==> src/rtl/dwa_sel18_pkg.sv <==
// Shared definitions for the 18-element DWA selector: element count default,
// pointer width derivation and the rotated-thermometer mask helper.
package dwa_sel18_pkg;

  localparam int N_ELEM_DEF = 9;
  // Widest bank the mask helper can build; callers slice down to N_ELEM.
  localparam int MASK_MAX   = 32;

  // Pointer width able to hold 0..n-1.
  function automatic int ptr_w(input int n);
    return (n <= 1) ? 1 : $clog2(n);
  endfunction

  // Thermometer of cnt ones starting at bit 'start', wrapping modulo n.
  // Assumes start < n, so a single subtraction brings any index back in range.
  function automatic logic [MASK_MAX-1:0] rot_therm(input int unsigned cnt,
                                                    input int unsigned start,
                                                    input int unsigned n);
    logic [MASK_MAX-1:0] m;
    int unsigned         idx;
    m = '0;
    for (int unsigned k = 0; k < MASK_MAX; k++) begin
      idx = start + k;
      if (idx >= n) idx = idx - n;
      if (k < cnt && k < n && idx < MASK_MAX) m[idx] = 1'b1;
    end
    return m;
  endfunction

endpackage

==> src/rtl/dwa_sel18_bank.sv <==
// One DWA bank: clips the requested count, builds the rotated mask from the
// current pointer and advances the pointer with a single-subtract wrap.
module dwa_bank
  import dwa_sel18_pkg::*;
#(
  parameter int N_ELEM = N_ELEM_DEF,
  parameter int PTR_W  = ptr_w(N_ELEM)
) (
  input  logic              clk,
  input  logic              rst,
  input  logic              clk_en_i,
  input  logic              dwa_en_i,
  input  logic [3:0]        cnt_i,
  output logic [N_ELEM-1:0] sel_o,
  output logic [PTR_W-1:0]  ptr_o,
  output logic              clip_o
);

  logic [N_ELEM-1:0]   sel_q, sel_d;
  logic [PTR_W-1:0]    ptr_q, ptr_d;
  logic [MASK_MAX-1:0] mask_full;
  logic                unused_mask_hi;
  int unsigned         n, start, sum;

  // Clip, pick start (fixed at 0 when rotation is off), build mask, wrap pointer.
  always_comb begin
    clip_o    = (32'(cnt_i) > N_ELEM);
    n         = clip_o ? N_ELEM : 32'(cnt_i);
    start     = dwa_en_i ? 32'(ptr_q) : 0;
    mask_full = rot_therm(n, start, N_ELEM);
    sel_d     = mask_full[N_ELEM-1:0];
    sum       = start + n;
    if (sum >= N_ELEM) sum = sum - N_ELEM;
    ptr_d     = dwa_en_i ? PTR_W'(sum) : '0;
  end

  // Bits above N_ELEM are always zero; folded here only so they have a reader.
  assign unused_mask_hi = ^mask_full;

  // Mask and pointer update together so the pointer always names the next start.
  always_ff @(posedge clk or posedge rst) begin
    if (rst) begin
      sel_q <= '0;
      ptr_q <= '0;
    end else if (clk_en_i) begin
      sel_q <= sel_d;
      ptr_q <= ptr_d;
    end
  end

  assign sel_o = sel_q;
  assign ptr_o = ptr_q;

endmodule

==> src/rtl/dwa_sel18.sv <==
// Two independent DWA banks (A driven by gama, B by beta) plus a registered
// flag marking that either request was clipped to N_ELEM.
module dwa_sel18
  import dwa_sel18_pkg::*;
#(
  parameter int N_ELEM = N_ELEM_DEF,
  parameter int PTR_W  = ptr_w(N_ELEM)
) (
  input  logic              clk,
  input  logic              rst,
  input  logic              clk_en,
  input  logic              dwa_en,
  input  logic [3:0]        gama,
  input  logic [3:0]        beta,
  output logic [N_ELEM-1:0] sel_a,
  output logic [N_ELEM-1:0] sel_b,
  output logic [PTR_W-1:0]  ptr_a,
  output logic [PTR_W-1:0]  ptr_b,
  output logic              sat
);

  logic clip_a, clip_b;
  logic sat_q, sat_d;

  dwa_bank #(.N_ELEM(N_ELEM), .PTR_W(PTR_W)) u_bank_a (
    .clk(clk), .rst(rst), .clk_en_i(clk_en), .dwa_en_i(dwa_en),
    .cnt_i(gama), .sel_o(sel_a), .ptr_o(ptr_a), .clip_o(clip_a)
  );

  dwa_bank #(.N_ELEM(N_ELEM), .PTR_W(PTR_W)) u_bank_b (
    .clk(clk), .rst(rst), .clk_en_i(clk_en), .dwa_en_i(dwa_en),
    .cnt_i(beta), .sel_o(sel_b), .ptr_o(ptr_b), .clip_o(clip_b)
  );

  assign sat_d = clip_a | clip_b;

  // Saturation flag tracks the same sample as the masks it accompanies.
  always_ff @(posedge clk or posedge rst) begin
    if (rst)         sat_q <= 1'b0;
    else if (clk_en) sat_q <= sat_d;
  end

  assign sat = sat_q;

endmodule

==> config.mk <==
export PLATFORM = sky130hd
export DESIGN_NAME = dwa_sel18
export DESIGN_NICKNAME = d
export VERILOG_FILES = /design/src/rtl/dwa_sel18_pkg.sv /design/src/rtl/dwa_sel18_bank.sv /design/src/rtl/dwa_sel18.sv
export SDC_FILE = /design/constraint.sdc
export NUM_CORES = 1
export LEC_CHECK = 0
export ABC_AREA = 1
export BUFFER_PORTS_ARGS = -buffer_cell sky130_fd_sc_hd__buf_4
export CAP_MARGIN = 20
export CORE_MARGIN = 2
export CORE_UTILIZATION = 65
export DETAILED_ROUTE_END_ITERATION = 10
export PLACE_DENSITY_LB_ADDON = 0.25
export SLEW_MARGIN = 5
export SYNTH_ARGS = -nofsm -noshare
export SYNTH_HDL_FRONTEND = slang
export SYNTH_SLANG_ARGS = --single-unit
==> constraint.sdc <==
create_clock -name clk -period 5.2 [get_ports clk]
set_clock_uncertainty 0.05 [all_clocks]
set_input_delay 0.26 -clock clk [delete_from_list [all_inputs] [get_ports clk]]
set_output_delay 0.26 -clock clk [all_outputs]
set_load 0.02 [all_outputs]
==> key figures, run 1 <==
Logic synthesis
  – Syn avg cell area: between 5 and 6 sq um
  – Synth Flop Type: dfrtp_1
  – Post-synth top area share: 29.2%
  – Distinct cells, synth: 35
  – Synth Instances: 1426
  – Register bit total from synthesis: 27
  – Dominant cell type by area after synthesis: nand2_1
  – Post-synthesis async set-or-reset flop share: 100%
  – Sequential element share of the synthesized area: a little under a tenth
  – Ranking of synthesized cells by area: nand2_1 29%, nand3_1 13%, ha_1 12%
  – Synth warn: 0
  – Post-Syn Area: roughly 7300 sq um
  – Post-synth EDFFs: 0
  – Syn Nets: roughly 1500

Placement
  – Gpl congestion: 1.07
  – Pre-CTS setup slack: about 1400 ps
  – Port bufs: 38
  – Post-DP HPWL: 19.1 mm
  – Placed insts: ~1600

Detailed routing
  – Vias per std cell: 5.66
  – Detail Route Antenna Nets: 0
  – Pre-antenna DRT Iters: 8
  – Wire per inst: 15.2 microns
  – Final wirelength: ~24 mm
  – Vias: 8996
  – Drc violations: 0
  – DRT iter0 DRCs: between 900 and 1000

GRT
  – Largest net degree at the start of global routing: 37
  – Grt ovf: 0
  – GRT Total Usage: between 40 and 50%
  – Initial antenna violation count: 0
  – Vias in the first global route: about 8400
  – First-pass GRT wire length: 39.3 mm

Clock network
  – Root buffer cell: clkbuf_16
  – Number of CTS-inserted buffers: 3
  – Clk Latency, worst-skew pair: between 200 and 300 ps
  – H-tree levels: 1
  – Clk pin slew, worst setup/hold paths: around 80 ps
  – Bufs on Longest Clock Path: 2
  – CTS resizes: 0
  – CTS tree: done
  – CTS sink count: 27

Floorplanning
  – Core area: ~11000 sq um
  – # IOs: 39
  – DIE AREA: roughly 12000 sq um
  – Starting Density: 67.2%
  – Width of the die: ~110 microns
  – Die Ht: between 100 and 150 microns
  – Row cnt: 38

Run status
  – Status: finished, final reports clean

Setup path
  – CP required: ~5400 ps
  – CP max FO: 16
  – Critical Path Start: u_bank_a.ptr_o[2]
  – Crit end category: flop
  – WS Path Type: flop to flop
  – Arrival time worst endpoint: roughly 3900 ps
  – RR Startpoint: u_bank_a.ptr_o[2]
  – Startpoint types: flop

Finish
  – Fill cell total of the finished layout: roughly 1100
  – Layout area overhead: 6.58%
  – Area occupied by multi-input gates: ~6000 sq um
  – Nets: approximately 1500
  – Util after Layout: 71.6%
  – Most common cell after layout, fill and taps aside: nand2_1
  – Layout cells sized above 1: roughly 7.3%
  – Final cell count without fillers: 1589
  – Sequential cell area: between 600 and 700 sq um
  – Commonest non-fill, non-tap cells in the layout: 571 x nand2_1, 201 x nor2_1, 188 x nand3_1
  – Inserted Diodes: 0

Timing
  – RSZ-0062 raised after global routing: false
  – Final setup margin: 1500 ps
  – Minimum clock period: 3700 ps
  – Fin Setup TNS: 0 ps
  – Final max-slew violation count: 0
  – Fin. Hold Viols: 0
  – Slew @ Worst Pin: approximately 750 ps
  – Hold slack: between 300 and 400 ps
  – Crit share post-route: a little under three quarters
  – Setup Viol. Count Final: 0
  – Fmax achieved: roughly 270 MHz
  – Normalized max-slew margin: approximately 50%

Worst hold path
  – HP Start: clk_en
  – Hold Crit Class: input port to flop

Flow run
  – Max_cap viols: 0

Power and ir drop
  – Leakage: around 4.5 nW
  – Max VDD drop: 0.248 mV
  – PwrDens: 356 nW/um^2
-- path summary, 6_finish.rpt --
path / endpoint / slack [ps] / depth (start not counted)
worst max-delay path: u_bank_a.sel_o[8] / 1500 / 16
max in group asynchronous: u_bank_a.ptr_o[1] / 4060 / 4
worst min-delay path: u_bank_b.sel_o[6] / 370 / 3
worst max register to register: u_bank_a.sel_o[8] / 1500 / 16
worst min register to register: u_bank_b.sel_o[3] / 450 / 2
min in group asynchronous: u_bank_a.sel_o[7] / 570 / 3
-- flip-flops by register name, indices dropped and copies added, names as in the netlist --
name            cells
u_bank_a.sel_o      9
u_bank_b.ptr_o      4
sat                 1
u_bank_b.sel_o      9
u_bank_a.ptr_o      4
-- Yosys cell counts (4+ instances only) --
cell type and n:
nor3_1 6, fa_1 4, inv_2 13, nor2_1 201, nor2_2 7, inv_1 148, o21ai_1 6, a21boi_0 5
ha_1 72, or2_2 8, nand2_1 571, o21ai_2 7, nand2_4 6, xor2_1 8, nand2_2 15, nand3b_1 8
a21oi_1 37, dfrtp_1 27, o21ai_0 34, nand4_1 13, nand3_1 188, clkbuf_1 15
-- logic make-up (layout without fill, tap and decap cells) --
| family | count (synthesis) | after routing | synth area share, % |
|---|---|---|---|
| adders and majority gates | 76 | 76 | 13.4 |
| AOI/OAI and AO/OA | 98 | 98 | 7.55 |
| buffers and inverters | 183 | 206 | 9.66 |
| xor gates and xnor gates | 11 | 11 | 1.31 |
| and+or+nand+nor | 1031 | 1031 | 58.9 |
| DFF | 27 | 27 | 9.20 |
-- layer usage --
metal | vias to the layer above | part of all wire [%] | track usage, %
met5 | - | 0 | 0
met1 | 3856 | 39 | 48.9
met3 | 141 | 7.9 | 6.64
li1 | 4539 | - | -
met4 | 0 | 8.1 | 31.1
met2 | 460 | 45 | 67.4
-- worst max-delay path, cell delays in order (launching register included) --
cell and delay, ps:
dfrtp_1 580, nand2_4 220, inv_1 410, ha_1 380, inv_2 140, nand2_1 180, inv_1 90, ha_1 220
nand2_2 170, nand2_1 70, o21ai_1 420, nand2_1 110, nor2_1 210, nand2_1 110, nand3_1 120, nor2_1 50
nor2_1 80
-- through the flow --
stage	instance area (sq um)	total power, mW
2_1_floorplan	7340	1.95
3_3_place_gp	7710	2.49
3_5_place_dp	7710	2.52
4_1_cts	7790	2.72
5_1_grt	7830	3.10
6_report	7830	2.79
-- report_power, final --
part | internal [mW] | total, mW | leakage [nW] | switching, mW
logic | 0.703 | 2.23 | 4.15 | 1.53
clock network | 0.105 | 0.194 | 0.0371 | 0.0888
registers | 0.288 | 0.365 | 0.328 | 0.0766
-- layout make-up --
class / instances / area share [%]
clock buffers: 3 / 0.959
clock inverters: 1 / 0.0959
inverters: 161 / 7.72
multi-input cells: 1216 / 76.1
flip-flops and latches: 27 / 8.63
well taps: 140 / 2.24
repair buffers: 41 / 4.22
-- timing repair --
item | CTS | global route
hold endpoints to repair | 0 | 10
setup buffers | 0 | 0
hold buffers | 0 | 1
Note: power is estimated with default switching activity, not from simulation.
==> inputs of run 2 (changes only) <==
--- a/config.mk
+++ b/config.mk
@@ -9,7 +9,7 @@
 export BUFFER_PORTS_ARGS = -buffer_cell sky130_fd_sc_hd__buf_4
 export CAP_MARGIN = 20
 export CORE_MARGIN = 2
-export CORE_UTILIZATION = 65
+export CORE_UTILIZATION = 58
 export DETAILED_ROUTE_END_ITERATION = 10
 export PLACE_DENSITY_LB_ADDON = 0.25
 export SLEW_MARGIN = 5
==> constraint.sdc (replaced) <==
create_clock -name clk -period 3.1 [get_ports clk]
set_clock_uncertainty 0.05 [all_clocks]
set_input_delay 0.155 -clock clk [delete_from_list [all_inputs] [get_ports clk]]
set_output_delay 0.155 -clock clk [all_outputs]
set_load 0.02 [all_outputs]
==> run 2 against run 1 <==
Compared with the run above:
- cell count increased by 6.0%
- power increased by 82%
- final area increased by 8.8%
- combinational power increased by 87%
- die area increased by 12%
- first-iteration DRC count decreased by 19%
- fmax increased by 27%
- worst setup slack got worse by 1300 ps
- non-clock buffer count increased by 63
- register-to-register slack got worse by 1300 ps
==> key figures, run 2 (same netlist as run 1, synthesis figures left out) <==
GRT
  – Vias in the first global route: 8534 (+2.1%)
  – Grt ovf: 0 (unchanged)
  – GRT Total Usage: 39.8% (-1.6 points)
  – First-pass GRT wire length: 42.0 mm (+6.9%)
  – Largest net degree at the start of global routing: 37 (unchanged)
  – Initial antenna violation count: 0 (unchanged)

Timing
  – Setup Viol. Count Final: 0 (unchanged)
  – Hold slack: 260 ps (-110 ps)
  – Fin. Hold Viols: 0 (unchanged)
  – Final max-slew violation count: 0 (unchanged)
  – Normalized max-slew margin: 60.7% (+11 points)
  – Crit share post-route: 94.2% (+23 points)
  – Fin Setup TNS: 0 ps (unchanged)
  – Slew @ Worst Pin: 584 ps (-162 ps)
  – Minimum clock period: 2920 ps (-779 ps)
  – Final setup margin: 181 ps (-1320 ps)
  – Fmax achieved: 343 MHz (+27%)

Detailed routing
  – Drc violations: 0 (unchanged)
  – Vias: 9379 (+4.3%)
  – Pre-antenna DRT Iters: 6 (-2)
  – Detail Route Antenna Nets: 0 (unchanged)
  – Final wirelength: 26.7 mm (+10%)
  – Wire per inst: 15.8 microns (+4.1%)
  – DRT iter0 DRCs: 737 (-19%)
  – Vias per std cell: 5.57 (-1.6%)

Setup path
  – Arrival time worst endpoint: 3090 ps (-770 ps)
  – CP max FO: 10 (-6)
  – Slowest cell on crit path: dfrtp_1
  – Crit-path leading delay family: simple AND/OR/NAND/NOR gates
  – Crit end category: flop
  – WS Path Type: flop to flop
  – Worst path cell trace: nand2_2 > clkinvlp_4 > buf_4 > ha_1 > inv_1 > nor2_1 > nand2_1 > inv_2 > nand2_2 > nand2_4 > o21ai_0 > nand2_1 > nor2_4 > nand2_1 > nand2_1 > nor2_1 > nand3_1 > nand2_1 > inv_1
  – CP required: 3270 ps (-2090 ps)
  – Startpoint types: flop
  – WP buf/inv: 5 (+2)
  – Critical Path Most Common Cell: nand2_1
  – Worst R2R Path Depth: 19 (+3)
  – Flop-to-flop setup slack: 180 ps (-1320 ps)
  – Worst path max stage delay: 390 ps (-190 ps)
  – RR Startpoint: u_bank_a.ptr_o[1]
  – Worst flop-to-flop path endpoint: u_bank_a.sel_o[4]

Power and ir drop
  – Max VDD drop: 0.333 mV (+34%)
  – PwrDens: 597 nW/um^2 (+68%)
  – Leakage: 4.80 nW (+6.4%)
  – Tot Pwr: 5.08 mW (+82%)

Floorplanning
  – Width of the die: 117 microns (+5.6%)
  – Starting Density: 58.9% (-8.2 points)
  – Row cnt: 41 (+7.9%)
  – Die Ht: 117 microns (+5.6%)
  – Core area: 12500 sq um (+14%)
  – DIE AREA: 13600 sq um (+12%)
  – # IOs: 39 (unchanged)

Placement
  – Gpl congestion: 1.04 (-3.3%)
  – Placed instance area: 8190 sq um (+6.2%)
  – Post-DP HPWL: 21.3 mm (+12%)
  – Pre-CTS setup slack: 66.9 ps (-1360 ps)
  – Port bufs: 38 (unchanged)

Run status
  – Status: finished, final reports clean

Finish
  – Commonest non-fill, non-tap cells in the layout: 566 x nand2_1, 188 x nor2_1, 187 x nand3_1
  – Layout area overhead: 16.0%
  – Inserted Diodes: 0 (unchanged)
  – Most common cell after layout, fill and taps aside: nand2_1
  – Nets: 1601 (+4.1%)
  – Layout cells sized above 1: 14.0% (+6.6 points)
  – Final Instance Area: 8520 sq um (+8.8%)

Clock network
  – Number of CTS-inserted buffers: 3 (unchanged)
  – Clk Latency, worst-skew pair: 280 ps (about the same)
  – H-tree levels: 1 (unchanged)
  – Clk pin slew, worst setup/hold paths: 80 ps (about the same)
  – Bufs on Longest Clock Path: 2 (unchanged)
  – CTS sink count: 27 (unchanged)
  – Root buffer cell: clkbuf_16
  – CTS tree: done

Worst hold path
  – HP Start: clk_en
  – Cell depth of the worst hold path: 3 (unchanged)
  – Hold Crit Class: input port to flop
  – Hold EP: u_bank_b.sel_o[3]

Flow run
  – Max_cap viols: 0 (unchanged)
run 2: cell types whose count changed in the layout (fill, tap and decap cells not counted), moves of 3 or more:
cell / change
ha_1: -11
ha_2: +10
clkinvlp_4: +3
nand2_2: +3
buf_4: +62
nor2_4: +4
nor2_1: -13
inv_1: -4
nand2_1: -5
nor2_2: +9
a21oi_1: -3
o21ai_0: -3
run 2: per-stage QoR:
stage	cells	utilization, %
4_1_cts	1676	66.4
6_report	1684	68.3
3_5_place_dp	1671	65.7
5_1_grt	1684	68.3
3_3_place_gp	1670	65.5
2_1_floorplan	1426	-
run 2: worst register-to-register path, stage by stage, from the launching register on:
cell and delay (ps):
dfrtp_1 390, nand2_2 150, clkinvlp_4 180, buf_4 160
ha_1 240, inv_1 200, nor2_1 70, nand2_1 80
inv_2 40, nand2_2 110, nand2_4 110, o21ai_0 260
nand2_1 150, nor2_4 270, nand2_1 80, nand2_1 70
nor2_1 50, nand3_1 60, nand2_1 60, inv_1 60
run 2: worst max path at each step:
| stage | to | startpoint | cells after the start |
|---|---|---|---|
| after detailed placement | u_bank_a.sel_o[8] | u_bank_a.ptr_o[2] | 16 |
| after CTS | u_bank_a.sel_o[8] | u_bank_a.ptr_o[2] | 16 |
| after global placement | u_bank_a.sel_o[8] | u_bank_a.ptr_o[2] | 16 |
| after floorplan | u_bank_b.sel_o[6] | u_bank_b.ptr_o[1] | 19 |
| after global routing | u_bank_a.sel_o[8] | u_bank_a.ptr_o[2] | 17 |
| final | u_bank_a.sel_o[4] | u_bank_a.ptr_o[1] | 19 |
run 2: power breakdown:
part           internal [mW]  total (mW)  switching [mW]
clock                  0.177       0.332           0.155
combinational           1.39        4.18            2.79
sequential             0.484       0.576          0.0920
run 2: routing by layer:
| layer | up-vias | wire (microns) | global-route usage [%] | share of wire, % |
|---|---|---|---|---|
| li1 | 4670 | - | - | - |
| met3 | 132 | 2230 | 8.67 | 8.4 |
| met1 | 4139 | 10200 | 45.3 | 38 |
| met5 | - | 0 | 0 | 0 |
| met4 | 0 | 2170 | 29.9 | 8.1 |
| met2 | 438 | 12100 | 65.3 | 45 |
run 2: cell type report:
cell class | count | area [sq um]
Fill cell | 1250 | 3950
Tap cell | 172 | 215
Clock inverter | 1 | 7.51
Sequential cell | 27 | 676
Inverter | 161 | 616
Clock buffer | 3 | 75.1
Timing Repair Buffer | 104 | 807
Multi-Input combinational cell | 1216 | 6120
run 2: repair_timing:
action,4_1_cts,5_1_grt
hold buffers,1,0
setup buffers,0,8
endpoints found under the hold margin,9,0
resized for setup,0,55
endpoints found under the setup margin,0,18
==> inputs of run 3 (changes only) <==
==> constraint.sdc (replaced) <==
create_clock -name clk -period 3.1 [get_ports clk]
set_clock_uncertainty 0.05 [all_clocks]
set_input_delay 0.155 -clock clk [delete_from_list [all_inputs] [get_ports clk]]
set_output_delay 0.155 -clock clk [all_outputs]
set_load 0.05 [all_outputs]
==> run 3 against run 2 <==
Compared with the run above:
- die area stayed put
- worst setup slack lost 21 ps
- sequential power rose by 2%
- utilization is 0.31 points higher
- final area rose by 0.46%
- largest power group unchanged
- highest routed layer unchanged
==> key figures, run 3 (same netlist as run 1, synthesis figures left out) <==
Run status
  – Status: finished, final reports clean

Floorplanning
  – Width of the die: 117 microns (unchanged)
  – # IOs: 39 (unchanged)
  – DIE AREA: 13600 sq um (unchanged)
  – Row cnt: 41 (unchanged)
  – Die Ht: 117 microns (unchanged)
  – Core area: 12500 sq um (unchanged)
  – Starting Density: 58.9% (unchanged)

Power and ir drop
  – Max VDD drop: 0.310 mV (-7.1%)
  – Tot Pwr: 5.35 mW (+5.3%)
  – Leakage: 4.83 nW (+0.46%)
  – PwrDens: 625 nW/um^2 (+4.8%)

Clock network
  – CTS sink count: 27 (unchanged)
  – Clk pin slew, worst setup/hold paths: 80 ps (about the same)
  – Root buffer cell: clkbuf_16
  – CTS tree: done
  – Clk Latency, worst-skew pair: 280 ps (about the same)
  – Bufs on Longest Clock Path: 2 (unchanged)
  – H-tree levels: 1 (unchanged)
  – Number of CTS-inserted buffers: 3 (unchanged)

Setup path
  – Startpoint types: flop
  – CP required: 3280 ps (about the same)
  – Worst path max stage delay: 460 ps (+70 ps)
  – Slowest cell on crit path: dfrtp_2
  – CP max FO: 8 (-2)
  – Arrival time worst endpoint: 3120 ps (+30 ps)
  – WP buf/inv: 5 (unchanged)
  – Crit-path leading delay family: simple AND/OR/NAND/NOR gates
  – WS Path Type: flop to flop
  – Crit end category: flop
  – Worst path cell trace: nand2_4 > buf_6 > clkinvlp_4 > buf_4 > ha_2 > a21oi_2 > inv_1 > ha_1 > nand3b_1 > a21boi_4 > nand3_1 > nand2_1 > nor2_1 > nand3_1 > nand2_1 > inv_1

Detailed routing
  – Detail Route Antenna Nets: 0 (unchanged)
  – Pre-antenna DRT Iters: 6 (unchanged)
  – Drc violations: 0 (unchanged)
  – DRT iter0 DRCs: 607 (-18%)
  – Wire per inst: 15.1 microns (-4.8%)
  – Final wirelength: 25.5 mm (-4.5%)
  – Vias per std cell: 5.49 (-1.4%)
  – Vias: 9274 (-1.1%)

Finish
  – Inserted Diodes: 0 (unchanged)
  – Commonest non-fill, non-tap cells in the layout: 562 x nand2_1, 190 x nor2_1, 186 x nand3_1
  – Most common cell after layout, fill and taps aside: nand2_1
  – Nets: 1606 (+0.31%)
  – Area occupied by multi-input gates: 6130 sq um (+0.20%)
  – Sequential cell area: 681 sq um (+0.74%)
  – Layout cells sized above 1: 14.6% (+0.68 points)
  – Fill cell total of the finished layout: 1263 (+1.0%)
  – Final cell count without fillers: 1689 (+0.30%)
  – Layout area overhead: 16.5%

Timing
  – Slew @ Worst Pin: 642 ps (+58.4 ps)
  – Minimum clock period: 2940 ps (+21.2 ps)
  – Crit share post-route: 94.9% (+0.68 points)
  – Fmax achieved: 340 MHz (-0.72%)
  – Setup Viol. Count Final: 0 (unchanged)
  – Normalized max-slew margin: 57.2% (-3.5 points)
  – Fin. Hold Viols: 0 (unchanged)
  – Final max-slew violation count: 0 (unchanged)

GRT
  – Initial antenna violation count: 0 (unchanged)
  – Vias in the first global route: 8435 (-1.2%)
  – First-pass GRT wire length: 40.1 mm (-4.7%)
  – Grt ovf: 0 (unchanged)
  – Largest net degree at the start of global routing: 37 (unchanged)
  – GRT Total Usage: 37.4% (-2.4 points)

Placement
  – Post-DP HPWL: 20.7 mm (-2.9%)
  – Gpl congestion: 0.986 (-5.0%)
  – Port bufs: 38 (unchanged)
  – Placed insts: 1669 (-0.12%)

Flow run
  – Max_cap viols: 0 (unchanged)

Worst hold path
  – Hold Crit Class: input port to flop
## run 3: changes by cell type in the layout (fill, tap and decap cells not counted), moves of 2 or more
cell | previous run | this run
nand2_1 | 566 | 562
o21ai_4 | 0 | 2
o21ai_2 | 9 | 7
ha_1 | 61 | 59
nand2_2 | 18 | 23
buf_4 | 101 | 106
dfrtp_1 | 27 | 23
dfrtp_2 | 0 | 4
nor3_1 | 4 | 6
nor2_1 | 188 | 190
nor3_2 | 2 | 0
## run 3: area by class of cell
class	instances	area share, %
timing repair buffer	109	9.68
inverter	161	7.20
clock buffer	3	0.877
clock inverter	1	0.0877
sequential	27	7.96
tap	172	2.52
multi-input combinational	1216	71.7
## run 3: repair_timing
item,4_1_cts,5_1_grt
hold buffers,1,0
buffers inserted,0,15
gates resized for setup,0,61
endpoints found under the hold margin,16,0
endpoints found under the setup margin,0,18
## run 3: where the power goes
part | internal (mW) | switching [mW] | total, mW | leakage (nW)
clock | 0.177 | 0.153 | 0.330 | 0.0371
sequential | 0.486 | 0.0999 | 0.586 | 0.322
combinational | 1.40 | 3.03 | 4.44 | 4.47
total | 2.07 | 3.28 | 5.35 | 4.83
## run 3: metal layers
| metal | global-route usage (%) | part of all wire [%] | vias to the layer above |
|---|---|---|---|
| li1 | - | - | 4676 |
| met2 | 65.3 | 47 | 396 |
| met4 | 26.1 | 7.8 | 0 |
| met5 | 0 | 0 | - |
| met1 | 41.6 | 38 | 4070 |
| met3 | 5.76 | 6.9 | 132 |
## run 3: worst min-delay path: stages
cell     delay, ps
buf_4          230
nand2_1        110
nand2_1         40
## run 3: path summary, 6_finish.rpt
path / startpoint / end / slack, ps / depth (start not counted)
max: u_bank_a.ptr_o[1] / u_bank_a.sel_o[1] / 160 / 16
min: clk_en / u_bank_b.sel_o[4] / 250 / 3
max reg2reg: u_bank_a.ptr_o[1] / u_bank_a.sel_o[1] / 160 / 16
min reg2reg: u_bank_b.sel_o[7] / u_bank_b.sel_o[7] / 450 / 2
max in group asynchronous: rst / u_bank_a.ptr_o[1] / 1890 / 4
min in group asynchronous: rst / u_bank_b.sel_o[7] / 470 / 3
## run 3: metrics by stage
| stage | instance area, sq um | setup WS, ps | utilization (%) | hold slack [ps] | setup TNS, ps |
|---|---|---|---|---|---|
| 2_1_floorplan | 7350 | 12.0 | - | 157 | 0 |
| 3_3_place_gp | 8160 | 66.6 | 65.4 | 237 | 0 |
| 3_5_place_dp | 8160 | 33.2 | 65.4 | 233 | 0 |
| 4_1_cts | 8250 | 49.1 | 66.2 | 258 | 0 |
| 5_1_grt | 8560 | -10.1 | 68.6 | 284 | -15.2 |
| 6_report | 8560 | 159 | 68.6 | 254 | 0 |
